$ cat src/rtl/sr_debounce_ctrl.sv
// ---------------------------------------------------------------------------
// sr_debounce_ctrl
//
// Command front end for an SR flip-flop. Two raw, bouncy push buttons are
// turned into clean single-cycle set/reset pulses. Each channel has its own
// synchroniser and debounce state machine. A pending flag per channel holds a
// request until the shared arbiter issues it. A holdoff counter keeps issued
// pulses apart, so the flip-flop never sees s and r high together.
//
// Parameters:
//   SYNC_STAGES      synchroniser depth per button (>= 2)
//   DEBOUNCE_CYCLES  stable synced cycles needed to accept a level (>= 1)
//   HOLDOFF_CYCLES   idle cycles forced after every issued pulse (>= 1)
//
// Ports:
//   clk        rising-edge clock
//   rst        asynchronous active-low reset; release is sampled on clk
//   set_btn    raw set button (asynchronous, bouncy)
//   reset_btn  raw reset button (asynchronous, bouncy)
//   s          registered one-cycle set pulse
//   r          registered one-cycle reset pulse
//   conflict   one-cycle flag: simultaneous requests were dropped
//   busy       high while the holdoff window is running
//
// Build option:
//   SR_RESET_PRIORITY_EN  when defined, simultaneous requests issue r first
//                         and keep the set request for after the holdoff.
//                         When undefined, both are dropped and conflict
//                         pulses.
// ---------------------------------------------------------------------------

// ---------------------------------------------------------------------------
// sr_debounce_channel
//
// One button channel: synchroniser plus a four-state debounce FSM.
//
// Ports:
//   clk, rst     as in the top level
//   btn          raw button input
//   event_pulse  high for one cycle when a new press has been qualified
// ---------------------------------------------------------------------------
module sr_debounce_channel #(
   parameter int SYNC_STAGES     = 2,
   parameter int DEBOUNCE_CYCLES = 16
) (
   input  logic clk,
   input  logic rst,
   input  logic btn,
   output logic event_pulse
);

   localparam int CW = $clog2(DEBOUNCE_CYCLES + 1);
   localparam logic [CW-1:0] CNT_MAX = CW'(DEBOUNCE_CYCLES);

   typedef enum logic [1:0] {
      ST_IDLE,
      ST_ARM,
      ST_HELD,
      ST_RELEASE
   } db_state_t;

   logic [SYNC_STAGES-1:0] sync_q;
   logic                   synced;
   db_state_t              state;
   logic [CW-1:0]          cnt;

   // Shift chain that brings the asynchronous button into the clk domain.
   always_ff @(posedge clk or negedge rst) begin
      if (!rst) begin
         sync_q <= '0;
      end else begin
         sync_q <= {sync_q[SYNC_STAGES-2:0], btn};
      end
   end

   assign synced = sync_q[SYNC_STAGES-1];

   // Debounce FSM. ARM counts stable high cycles before a press is accepted.
   // RELEASE counts stable low cycles before the button may be pressed
   // again, so a short release bounce returns to HELD and gives no new event.
   always_ff @(posedge clk or negedge rst) begin
      if (!rst) begin
         state <= ST_IDLE;
         cnt   <= '0;
      end else begin
         case (state)
            ST_IDLE: begin
               if (synced) begin
                  state <= ST_ARM;
                  cnt   <= CW'(1);
               end
            end
            ST_ARM: begin
               if (!synced) begin
                  state <= ST_IDLE;
                  cnt   <= '0;
               end else if (cnt == CNT_MAX) begin
                  state <= ST_HELD;
                  cnt   <= '0;
               end else begin
                  cnt <= cnt + 1'b1;
               end
            end
            ST_HELD: begin
               if (!synced) begin
                  state <= ST_RELEASE;
                  cnt   <= CW'(1);
               end
            end
            ST_RELEASE: begin
               if (synced) begin
                  state <= ST_HELD;
                  cnt   <= '0;
               end else if (cnt == CNT_MAX) begin
                  state <= ST_IDLE;
                  cnt   <= '0;
               end else begin
                  cnt <= cnt + 1'b1;
               end
            end
            default: begin
               state <= ST_IDLE;
               cnt   <= '0;
            end
         endcase
      end
   end

   // The event is decoded from the ARM->HELD transition condition rather
   // than registered. This lets the arbiter register the output pulse on the
   // same edge that the FSM enters HELD, so no extra cycle of latency is added.
   assign event_pulse = (state == ST_ARM) && synced && (cnt == CNT_MAX);

endmodule

module sr_debounce_ctrl #(
   parameter int SYNC_STAGES     = 2,
   parameter int DEBOUNCE_CYCLES = 16,
   parameter int HOLDOFF_CYCLES  = 4
) (
   input  logic clk,
   input  logic rst,
   input  logic set_btn,
   input  logic reset_btn,
   output logic s,
   output logic r,
   output logic conflict,
   output logic busy
);

   localparam int HW = $clog2(HOLDOFF_CYCLES + 1);
   localparam logic [HW-1:0] HOLD_LOAD = HW'(HOLDOFF_CYCLES);

   logic          ev_set;
   logic          ev_reset;
   logic          pend_set;
   logic          pend_reset;
   logic          want_set;
   logic          want_reset;
   logic          can_issue;
   logic [HW-1:0] hold;

   sr_debounce_channel #(
      .SYNC_STAGES     (SYNC_STAGES),
      .DEBOUNCE_CYCLES (DEBOUNCE_CYCLES)
   ) u_set_chan (
      .clk         (clk),
      .rst         (rst),
      .btn         (set_btn),
      .event_pulse (ev_set)
   );

   sr_debounce_channel #(
      .SYNC_STAGES     (SYNC_STAGES),
      .DEBOUNCE_CYCLES (DEBOUNCE_CYCLES)
   ) u_reset_chan (
      .clk         (clk),
      .rst         (rst),
      .btn         (reset_btn),
      .event_pulse (ev_reset)
   );

   // A fresh event counts as pending in the same cycle it appears. An event
   // that lands while its flag is already set merges into the flag.
   assign want_set   = pend_set   | ev_set;
   assign want_reset = pend_reset | ev_reset;

   // The arbiter may issue once the holdoff counter has drained. busy is the
   // counter's non-zero state delayed by one cycle, so it covers the cycles
   // after the pulse and drops in the cycle of the next allowed pulse.
   assign can_issue = (hold == '0);

   // Pending flags, holdoff counter and registered outputs.
   always_ff @(posedge clk or negedge rst) begin
      if (!rst) begin
         s          <= 1'b0;
         r          <= 1'b0;
         conflict   <= 1'b0;
         busy       <= 1'b0;
         pend_set   <= 1'b0;
         pend_reset <= 1'b0;
         hold       <= '0;
      end else begin
         s          <= 1'b0;
         r          <= 1'b0;
         conflict   <= 1'b0;
         busy       <= (hold != '0);
         pend_set   <= want_set;
         pend_reset <= want_reset;
         if (hold != '0) begin
            hold <= hold - 1'b1;
         end
         if (can_issue) begin
            if (want_set && !want_reset) begin
               s        <= 1'b1;
               pend_set <= 1'b0;
               hold     <= HOLD_LOAD;
            end else if (want_reset && !want_set) begin
               r          <= 1'b1;
               pend_reset <= 1'b0;
               hold       <= HOLD_LOAD;
            end else if (want_set && want_reset) begin
`ifdef SR_RESET_PRIORITY_EN
               r          <= 1'b1;
               pend_reset <= 1'b0;
               hold       <= HOLD_LOAD;
`else
               conflict   <= 1'b1;
               pend_set   <= 1'b0;
               pend_reset <= 1'b0;
`endif
            end
         end
      end
   end

endmodule

$ cat config.mk
export PLATFORM = sky130hd
export DESIGN_NAME = sr_debounce_ctrl
export DESIGN_NICKNAME = d
export VERILOG_FILES = /design/src/rtl/sr_debounce_ctrl.sv
export SDC_FILE = /design/constraint.sdc
export NUM_CORES = 1
export LEC_CHECK = 0
export ABC_CLOCK_PERIOD_IN_PS = 2100
export BUFFER_PORTS_ARGS = -buffer_cell sky130_fd_sc_hd__buf_2
export CAP_MARGIN = 0
export CORE_UTILIZATION = 46
export DETAILED_ROUTE_END_ITERATION = 10
export PLACE_DENSITY = 0.61
export SYNTH_ARGS = -nofsm -noshare
export SYNTH_HDL_FRONTEND = slang
export SYNTH_SLANG_ARGS = --single-unit
$ cat constraint.sdc
create_clock -name clk -period 2.1 [get_ports clk]
set_clock_uncertainty 0.2 [all_clocks]
set_input_delay 0.21 -clock clk [delete_from_list [all_inputs] [get_ports clk]]
set_output_delay 0.21 -clock clk [all_outputs]
set_load 0.01 [all_outputs]
# == Word level (Yosys, flattened, before mapping) ==
# Index checks and enable logic that the tools add are counted.
# totals
ff_bits,27
latchBits,0
mem_bits_rw,0
mem_bits_ro,0
in_bits,4
n_memories,0
# op_classes
addsub,3
n_mul,0
n_div,0
n_lt_le_gt_ge,0
eq_ne,16
shift,0
mux,47
bitwise_logic,2
n_reduce_logical,17
# op_table
cell,count
two-way mux 5 bit,10
one-hot mux 5 bit (4 select lines),2
two-way mux 2 bit,12
two-way mux 1 bit,17
one-hot mux 2 bit (4 select lines),2
two-way mux 3 bit,4
adder 5 x 1 -> 5 bit (second input constant),2
equality test 5 bit (second input constant),2
equality test 2 bit (second input constant),4
AND reduction 4 bit,2
logical AND 1 bit,7
inequality test 3 x 1 -> 1 bit (second input constant),2
inequality test 3 bit (second input constant),2
equality test 2 x 1 -> 1 bit (second input constant),2
logical NOT 2 bit,2
inequality test 2 x 1 -> 1 bit (second input constant),2
inequality test 2 bit (second input constant),2
AND reduction 2 bit,2
logical NOT 3 bit,1
nonzero test 3 bit,1
subtractor 3 x 1 -> 3 bit (second input constant),1
logical NOT 1 bit,2
bitwise OR 1 bit,2

# == Depth between registers and ports, before layout ==
# Gate-level depths: netlist of the first run.
# depth
word_depth,9
ltp_mapped,6
depth_no_buf,6

# == Hierarchy ==
# A second synthesis of the first run with hierarchy kept.
# unflattened
hier_cells,107
hier_area_um2,1263.7
# modules_own_cells
module,instances,cells_per_inst,area_each_um2
sr_debounce_channel (u_set_chan),1,37,464.2
sr_debounce_channel (u_reset_chan),1,38,437.9
sr_debounce_ctrl,1,32,361.6

# == Worst setup path after synthesis of the first run ==
# No wires, ideal clock.
# synth_timing
kind,register to register
start,reg u_set_chan.cnt[0]
end,reg u_set_chan.cnt[3]
setup_ns,0.069
arrival_ns,1.454
required_time_ns,1.831
path_slack_ns,0.377
path_stages_with_launch,7
period_less_slack_ns,1.723
path_cell_list,dfrtp_1 > inv_1 > ha_1 > and4bb_4 > nand3b_2 > or3_1 > nand3_1
# synth_via
elab_chain_len,4
elab_cells_between_ends,6
# synth_rtl
element,line_no,rtl
from (decl),65,logic [CW-1:0] cnt;
from (signal assigned),101,cnt <= cnt + 1'b1;
from (signal assigned),118,cnt <= cnt + 1'b1;
adder 5 x 1 -> 5 bit / equality test 5 bit (equally long branches),--,
two-way mux 5 bit (*),"97, 114",
two-way mux 5 bit (on tied branches),"111, 94",
one-hot mux 5 bit (4 select lines) (*),86,case (state)
# Every way passes the cells marked *; elsewhere a longest branch is shown, timed or not.
# A chain may end at the register's enable or synchronous reset.

# == Worst setup path after layout of the first run ==
# layout_timing
start,reg u_set_chan.cnt[0]
end,reg hold[1]
# layout_via
elab_chain_len,8
elab_cells_between_ends,9
# layout_rtl
element,line_no,rtl
equality test 5 bit (*),132,assign event_pulse = (state == ST_ARM) && synced && (cnt == CNT_MAX);
logical AND 1 bit (*),132,
bitwise OR 1 bit (*),185,assign want_set = pend_set | ev_set;
logical NOT 1 bit,218,end else if (want_reset && !want_set) begin
logical AND 1 bit,218,
two-way mux 3 bit,218,
two-way mux 3 bit (*),214,if (want_set && !want_reset) begin
two-way mux 3 bit (*),213,if (can_issue) begin
to (signal assigned),211,hold <= hold - 1'b1;
to (decl),161,logic [HW-1:0] hold;
# Marked as above.

==> results.json, run 1 <==
{
  "status": "finished clean",
  "syn-cell-area_um2": 1260,
  "drive_gt1_frac": 0.179,
  "wl_per_cell_um": 12.6,
  "start_util": 0.497,
  "crit_buf_inv": 1,
  "critPathMaxFanout": 5,
  "instances_no_fill": 153,
  "num_vias": 786,
  "ys_warn_count": 0,
  "mostFrequentLayoutCell": "dfrtp_1",
  "crit_type": "reg2reg",
  "num_io_pins": 8,
  "antenna_cells": 0,
  "endpoint_kind": "flop",
  "ys_ff_latch": 27,
  "post-route-drc-count": 0,
  "grt.overflow.total": 0,
  "grt_pass1_vias": 796,
  "min_period_ns": 1.87,
  "seq_power_share": 0.551,
  "rsz0062_at_grt": "no",
  "cap_violations": 0,
  "holdWs_ns": 0.171,
  "worstPathRequired_ns": 2.13,
  "p_switching_mw": 0.496,
  "power_density_nw_per_um2": 1000,
  "clk_path_buf_depth": 2,
  "dp_cells": 146,
  "viasPerCell": 5.14,
  "synth.distinct_cells": 28,
  "synth-seq-area-share": 0.534,
  "cts_resized": 0,
  "hold_class": "reg2reg",
  "p_leak_nw": 0.652,
  "setup_viol": 0,
  "dr.first_iter.drc_count": 10,
  "cts_tree": "done",
  "die_h_um": 54.4,
  "area_growth_syn_to_layout_pct": 10.6,
  "ant_nets": 0,
  "grt_pass1_wl_mm": 3.50,
  "multiInputGateArea_um2": 541,
  "fin_util": 0.550,
  "core_um2": 2540,
  "slew_headroom": 0.615,
  "crit_slowest_cell": "dfrtp_1",
  "io_buffers": 7,
  "dr.pass1.iters": 3,
  "numCtsBuffers": 3,
  "path_cells": "inv_1, ha_1, and4bb_4, a41oi_4, xnor2_1, a31o_1",
  "cp-start-kind": "flop",
  "dp_hpwl_mm": 1.34,
  "core.rowCount": 18,
  "crit_path_max_incr_delay_ns": 0.44,
  "die_x_um": 54.4,
  "p_comb_frac": 0.294,
  "wirelength_mm": 1.92,
  "grt_usage": 0.170,
  "clkPwrFrac": 0.156,
  "gp_congestion": 0.687,
  "worstMarginPinSlew_ns": 0.578,
  "cp_data_arrival_time_ns": 1.90,
  "cts.sinks": 27,
  "fillers": 241,
  "internal-power_mw": 0.906,
  "hold_viol_final": 0,
  "grt_max_degree": 28,
  "grt_antenna_before_repair": 0,
  "fin_crit_sh": 0.892,
  "power_mw": 1.40,
  "syn_inst": 110,
  "avgSynthCellArea_um2": 11.5,
  "path_clk_slew_ns": 0.14,
  "layout_common_cells": "dfrtp_1 (27), inv_1 (10), nor2_1 (9)",
  "tns_ns": 0,
  "clock_latency_ns": 0.32,
  "fmax_mhz": 534,
  "clockRootBuffer": "clkbuf_4",
  "slew_viol_final": 0,
  "syn_nets": 120,
  "die_area_um2": 2960,
  "cts_htree_levels": 1,
  "cp_top_family": "compound AO/OA/AOI/OAI gates",
  "ir_worst_vdd_mv": 0.661,
  "regArea_um2": 676,
  "p_sw_frac": 0.354,
  "nets": 134
}
[registers in the layout, summed over array words and instances (netlist names), named ones only]
name and cells:
busy 1, conflict 1, hold 3, pend_reset 1
pend_set 1, r 1, s 1, u_reset_chan.cnt 5
u_reset_chan.state 1, u_reset_chan.sync_q 2, u_set_chan.cnt 5, u_set_chan.state 1
u_set_chan.sync_q 2
[final timing paths]
path	from	to	slack, ns	cells after the start
min	u_set_chan.sync_q[0]	u_set_chan.sync_q[1]	0.17	0
min reg2reg	u_set_chan.sync_q[0]	u_set_chan.sync_q[1]	0.17	0
max	u_set_chan.cnt[0]	hold[1]	0.23	6
max reg2reg	u_set_chan.cnt[0]	hold[1]	0.23	6
max in group asynchronous	rst	u_reset_chan.cnt[1]	1.12	2
min in group asynchronous	rst	u_set_chan.cnt[3]	0.19	2
[repair_timing]
item                                   CTS  global route
endpoints found under the hold margin   29             0
hold buffers                             3             0
buffers inserted                         0             0
[Yosys cell counts]
library cell  number  area [um2]
nor4b_1            1        8.76
dfrtp_1           27         676
nand2_1            7        26.3
clkbuf_1           3        11.3
o21a_1             2        15.0
a41oi_4            2        55.1
nor2_1             9        33.8
nor2b_1            3        18.8
ha_1               6        75.1
inv_1             10        37.5
or3_1              1        6.26
xor2_2             1        16.3
a21o_1             2        15.0
xor2_1             2        17.5
o21ai_0            7        35.0
mux2_2             2        22.5
a21oi_1            2        10.0
nand4_1            1        6.26
nand3_1            6        30.0
and4bb_4           2        32.5
o22ai_1            2        12.5
nand3b_2           2        22.5
xnor2_1            1        8.76
nor3_1             1        5.00
a31o_1             2        17.5
nor3b_1            3        22.5
o22a_1             2        17.5
mux2i_1            1        10.0
[worst reg2reg max path: cells and delay by family, from the launching register on]
kind / cells / cell delay [ns]
xor gates and xnor gates: 1 / 0.14
and+or+nand+nor: 1 / 0.22
adders and majority gates: 1 / 0.19
DFF: 1 / 0.44
buffers and inverters: 1 / 0.06
AOI/OAI and AO/OA: 2 / 0.51
[power by group through the flow]
stage / logic (mW) / clock network [mW] / registers, mW
3_3_place_gp: 0.397 / 0 / 0.778
2_1_floorplan: 0.363 / 0 / 0.716
3_5_place_dp: 0.413 / 0 / 0.782
5_1_grt: 0.488 / 0.256 / 0.795
6_report: 0.412 / 0.218 / 0.772
4_1_cts: 0.420 / 0.237 / 0.772
[through the flow]
stage	worst slack, ns	instance area (um2)
floorplan	0.377	1260
global placement	0.291	1340
detailed placement	0.236	1340
CTS	0.219	1400
global route	0.122	1400
finish	0.228	1400
[layer usage]
metal	wire length, um	GRT usage	up-vias
met2	903	0.266	8
li1	-	-	406
met5	0	0	-
met4	30	0.0812	0
met1	951	0.225	368
met3	36	0.0361	4
[cell families after synthesis]
family,Yosys count,synth area share
adders and majority gates,6,0.0593
muxes,3,0.0257
and+or+nand+nor,36,0.168
DFF,27,0.534
xor gates and xnor gates,4,0.0336
AOI/OAI and AO/OA,21,0.140
buffers and inverters,13,0.0386
[cell type report]
cell class | instances | share of cell area
repair buffers | 12 | 0.0572
well taps | 30 | 0.0268
clock buffers | 3 | 0.0161
flip-flops and latches | 27 | 0.483
multi-input cells | 70 | 0.386
clock inverters | 1 | 0.00358
inverters | 10 | 0.0268
Note: power is estimated with default switching activity, not from simulation.
==> inputs of run 2 (changes only) <==
- RECOVER_POWER: unset -> 100
==> run 2 against run 1 <==
Sequential power is essentially flat. Global-route usage is the same. Total power shrank 0.57%. Critical endpoint unchanged. Count of clock-buffer cells in the layout is the same. Largest power group unchanged. Setup slack lost 0.025 ns. Cell count is the same. First-iteration DRC count shrank 50%. Register-to-register slack lost 0.02 ns. Core utilization shrank 0.79 points. Maximum frequency shrank 1.3%. Hold slack is essentially flat.
==> results.json, run 2 (same netlist as run 1, synthesis figures left out) <==
{
  "status": "finished clean",
  "fillers": 248,
  "top_regs": "u_reset_chan.cnt (5), u_set_chan.cnt (5), hold (3)",
  "fmax_mhz": 527,
  "endpoint_kind": "flop",
  "die_x_um": 54.4,
  "clk_path_buf_depth": 2,
  "regArea_um2": 676,
  "io_buffers": 7,
  "core_um2": 2540,
  "cp.depth": 6,
  "cts_htree_levels": 1,
  "grt_pass1_vias": 796,
  "pre_cts_ws_ns": 0.236,
  "clock_latency_ns": 0.32,
  "cts.sinks": 27,
  "cts_tree": "done",
  "cp_data_arrival_time_ns": 1.92,
  "dr.first_iter.drc_count": 5,
  "grt_max_degree": 28,
  "grt.overflow.total": 0,
  "path_clk_slew_ns": 0.14,
  "crit_slowest_cell": "dfrtp_1",
  "start_util": 0.497,
  "post-route-drc-count": 0,
  "slew_headroom": 0.572,
  "gp_congestion": 0.687,
  "p_sw_frac": 0.354,
  "wirelength_mm": 1.93,
  "p_comb_frac": 0.291,
  "crit_buf_inv": 1,
  "hold_class": "reg2reg",
  "internal-power_mw": 0.900,
  "crit_type": "reg2reg",
  "worstPathRequired_ns": 2.13,
  "hold_viol_final": 0,
  "layout_setup_ws_ns": 0.203,
  "fin_crit_sh": 0.903,
  "dp_cells": 146,
  "post_cts.repair.setup_buffers": 0,
  "p_switching_mw": 0.494,
  "cp-start-kind": "flop",
  "dp_hpwl_mm": 1.34,
  "die_h_um": 54.4,
  "area_growth_syn_to_layout_pct": 9.00,
  "min_period_ns": 1.90,
  "num_io_pins": 8,
  "clockRootBuffer": "clkbuf_4",
  "grt_usage": 0.170,
  "worstMarginPinSlew_ns": 0.642,
  "ant_nets": 0,
  "tns_ns": 0,
  "critPathMaxFanout": 5,
  "die_area_um2": 2960,
  "grt_pass1_wl_mm": 3.50,
  "crit_path_max_incr_delay_ns": 0.43,
  "instances_no_fill": 153,
  "antenna_cells": 0,
  "power_density_nw_per_um2": 1010,
  "whs_path_depth": 0,
  "layout_common_cells": "dfrtp_1 (27), inv_1 (10), nor2_1 (9)",
  "cp_top_family": "compound AO/OA/AOI/OAI gates",
  "drive_gt1_frac": 0.122,
  "core.rowCount": 18,
  "wl_per_cell_um": 12.6,
  "clkPwrFrac": 0.157,
  "nets": 134,
  "path_cells": "inv_1, ha_1, and4bb_1, a41oi_4, xnor2_1, a31o_1",
  "slew_viol_final": 0,
  "cap_violations": 0,
  "dr.pass1.iters": 4,
  "grt_antenna_before_repair": 0,
  "rsz0062_at_grt": "no",
  "seq_power_share": 0.552,
  "setup_viol": 0,
  "mostFrequentLayoutCell": "dfrtp_1",
  "viasPerCell": 5.16,
  "post-route-cell-area_um2": 1380,
  "reg2regPathDepth": 6,
  "placed_area_um2": 1340,
  "num_vias": 789,
  "p_leak_nw": 0.636,
  "multiInputGateArea_um2": 526,
  "numCtsBuffers": 3,
  "ir_worst_vdd_mv": 0.690
}
run 2: cell count changes in the layout (fill, tap and decap cells not counted):
| cell | delta |
|---|---|
| xor2_2 | -1 |
| nand3b_2 | -1 |
| buf_2 | -5 |
| nand3b_1 | +1 |
| and4bb_4 | -1 |
| clkbuf_2 | +1 |
| xor2_1 | +1 |
| clkbuf_1 | +4 |
| and4bb_1 | +1 |
run 2: what timing repair did:
item	4_1_cts	5_1_grt
hold buffers	3	0
endpoints found under the hold margin	29	0
setup endpoints to repair	0	0
resized for setup	0	0
run 2: worst reg2reg max path, delay by kind of cell, from the launching register on:
kind / cells / cell delay [ns]
flops: 1 / 0.43
compound gates: 2 / 0.53
simple gates: 1 / 0.25
fa+ha+maj: 1 / 0.18
xor+xnor: 1 / 0.14
buf+inv: 1 / 0.06
run 2: stage by stage:
step | power (mW) | hold slack [ns] | util
detailed placement | 1.20 | 0.0558 | 0.527
floorplan | 1.08 | -0.286 | -
finish | 1.39 | 0.171 | 0.542
global placement | 1.17 | 0.0482 | 0.527
CTS | 1.43 | 0.173 | 0.550
global route | 1.53 | 0.185 | 0.542
run 2: final timing paths:
path | slack [ns] | endpoint | from
hold / removal | 0.17 | u_set_chan.sync_q[1] | u_set_chan.sync_q[0]
setup reg to reg | 0.20 | hold[1] | u_set_chan.cnt[0]
hold reg to reg | 0.17 | u_set_chan.sync_q[1] | u_set_chan.sync_q[0]
setup / recovery | 0.20 | hold[1] | u_set_chan.cnt[0]
min in group asynchronous | 0.22 | u_set_chan.cnt[3] | rst
max in group asynchronous | 1.07 | u_reset_chan.cnt[1] | rst
run 2: per-layer routing:
metal | track usage | part of all wire
met5 | 0 | 0
met4 | 0.0812 | 0.022
met3 | 0.0361 | 0.019
met2 | 0.266 | 0.47
met1 | 0.225 | 0.49
run 2: final cells by class:
type | instances | area share
clock inverters | 1 | 0.00363
flip-flops and latches | 27 | 0.490
inverters | 10 | 0.0272
well taps | 30 | 0.0272
multi-input cells | 70 | 0.381
clock buffers | 3 | 0.0163
repair buffers | 12 | 0.0544
run 2: power by group through the flow:
stage	clock (mW)	combinational, mW	sequential (mW)
CTS	0.237	0.420	0.772
finish	0.219	0.405	0.770
global placement	0	0.397	0.778
detailed placement	0	0.413	0.782
floorplan	0	0.363	0.716
global route	0.256	0.482	0.793
==> inputs of run 3 (changes only) <==
- CELL_PAD_IN_SITES_DETAIL_PLACEMENT: unset -> 1
- CELL_PAD_IN_SITES_GLOBAL_PLACEMENT: unset -> 2
- CORE_UTILIZATION: 46 -> 39
- PLACE_DENSITY: 0.61 -> 0.74
==> run 3 against run 2 <==
Combinational power barely moved. Wire length rose by 9.7%. Flip-flop and latch count did not move. Final area rose by 1.3%. Largest cell class unchanged. Core utilization fell by 8.4 points. Sequential power rose by 1%. Highest routed layer unchanged. Largest power group unchanged. Count of clock-buffer cells in the layout did not move. First-iteration DRC count rose to 4.4 times the previous value. Via count rose by 4.7%. Non-clock buffer count did not move.
==> results.json, run 3 (same netlist as run 1, synthesis figures left out) <==
{
  "clock_latency_ns": 0.32,
  "die_area_um2": 3480,
  "cp_data_arrival_time_ns": 1.95,
  "mostFrequentLayoutCell": "dfrtp_1",
  "worstPathRequired_ns": 2.13,
  "num_io_pins": 8,
  "clockRootBuffer": "clkbuf_4",
  "grt_max_degree": 28,
  "num_vias": 826,
  "grt.overflow.total": 0,
  "critPathMaxFanout": 5,
  "cts.sinks": 27,
  "die_x_um": 59.0,
  "hold_viol_final": 0,
  "numCtsBuffers": 3,
  "fmax_mhz": 518,
  "min_period_ns": 1.93,
  "cp-start-kind": "flop",
  "fin_crit_sh": 0.919,
  "status": "finished clean",
  "dr.pass1.iters": 4,
  "wirelength_mm": 2.11,
  "layout_common_cells": "dfrtp_1 (27), inv_1 (10), nor2_1 (9)",
  "antenna_cells": 0,
  "grt_pass1_wl_mm": 3.79,
  "cts_tree": "done",
  "crit_type": "reg2reg",
  "grt_antenna_before_repair": 0,
  "slew_viol_final": 0,
  "cts_resized": 0,
  "pre_cts_ws_ns": 0.217,
  "clk_path_buf_depth": 2,
  "cts_htree_levels": 1,
  "fillers": 353,
  "rsz0062_at_grt": "no",
  "gp_congestion": 0.728,
  "ir_worst_vdd_mv": 0.521,
  "core_um2": 3050,
  "core.rowCount": 20,
  "path_clk_slew_ns": 0.15,
  "grt_usage": 0.147,
  "dr.first_iter.drc_count": 22,
  "die_h_um": 59.0,
  "post-route-drc-count": 0,
  "grt_pass1_vias": 855,
  "slew_headroom": 0.561,
  "worstMarginPinSlew_ns": 0.659,
  "drive_gt1_frac": 0.122,
  "tns_ns": 0,
  "wl_per_cell_um": 12.6,
  "endpoint_kind": "flop",
  "power_density_nw_per_um2": 1010,
  "ant_nets": 0,
  "hold_class": "reg2reg",
  "start_util": 0.414,
  "setup_viol": 0,
  "cap_violations": 0,
  "nets": 134,
  "viasPerCell": 4.95,
  "io_buffers": 7,
  "area_growth_syn_to_layout_pct": 10.4,
  "p_leak_nw": 0.636,
  "top_regs": "u_reset_chan.cnt (5), u_set_chan.cnt (5), hold (3)",
  "layout_setup_ws_ns": 0.171,
  "dp_hpwl_mm": 1.54
}
==> run 3: cell counts in the layout (fill, tap and decap cells not counted) <==
No cell type changed its count.
==> run 3: final timing paths <==
| check | slack [ns] | startpoint | cells after the start | to |
|---|---|---|---|---|
| min | 0.17 | u_reset_chan.sync_q[0] | 0 | u_reset_chan.sync_q[1] |
| min in group asynchronous | 0.22 | rst | 2 | u_set_chan.cnt[4] |
| max in group asynchronous | 1.05 | rst | 2 | hold[2] |
| min reg2reg | 0.17 | u_reset_chan.sync_q[0] | 0 | u_reset_chan.sync_q[1] |
| max reg2reg | 0.17 | u_set_chan.cnt[0] | 6 | hold[1] |
| max | 0.17 | u_set_chan.cnt[0] | 6 | hold[1] |
==> run 3: routing by layer <==
layer | vias to the layer above | global-route usage | routed length, um
met3 | 4 | 0.0198 | 39
met4 | 0 | 0.0714 | 36
met2 | 7 | 0.239 | 971
met5 | - | 0 | 0
li1 | 405 | - | -
met1 | 410 | 0.194 | 1060
==> run 3: power breakdown <==
part | leakage [nW] | internal, mW | switching [mW] | total [mW]
clock | 0.0177 | 0.0714 | 0.151 | 0.222
sequential | 0.346 | 0.633 | 0.146 | 0.779
combinational | 0.272 | 0.194 | 0.212 | 0.406
==> run 3: metrics by stage <==
stage | util | hold WS, ns | std cells | power (mW) | cell area, um2
after CTS | 0.464 | 0.179 | 167 | 1.45 | 1420
after detailed placement | 0.445 | 0.0526 | 160 | 1.21 | 1360
after global routing | 0.457 | 0.190 | 167 | 1.54 | 1400
after global placement | 0.445 | 0.0546 | 160 | 1.19 | 1360
after floorplan | - | -0.286 | 110 | 1.08 | 1260
final | 0.457 | 0.175 | 167 | 1.41 | 1400
==> run 3: repair_timing <==
item                      4_1_cts  5_1_grt
hold buffers                    3        0
setup buffers                   0        0
hold endpoints to repair       29        0
==> run 3: layout make-up <==
type,instances,area (um2),share of cell area
Multi-Input combinational cell,70,526,0.376
Clock inverter,1,5.00,0.00358
Timing Repair Buffer,12,75.1,0.0538
Inverter,10,37.5,0.0269
Sequential cell,27,676,0.484
Clock buffer,3,22.5,0.0161
Tap cell,44,55.1,0.0394
==> run 3: worst max-delay path: stages (launching register included) <==
cell and delay (ns):
dfrtp_1 0.45, inv_1 0.07, ha_1 0.18, and4bb_1 0.26, a41oi_4 0.29, xnor2_1 0.16, a31o_1 0.24
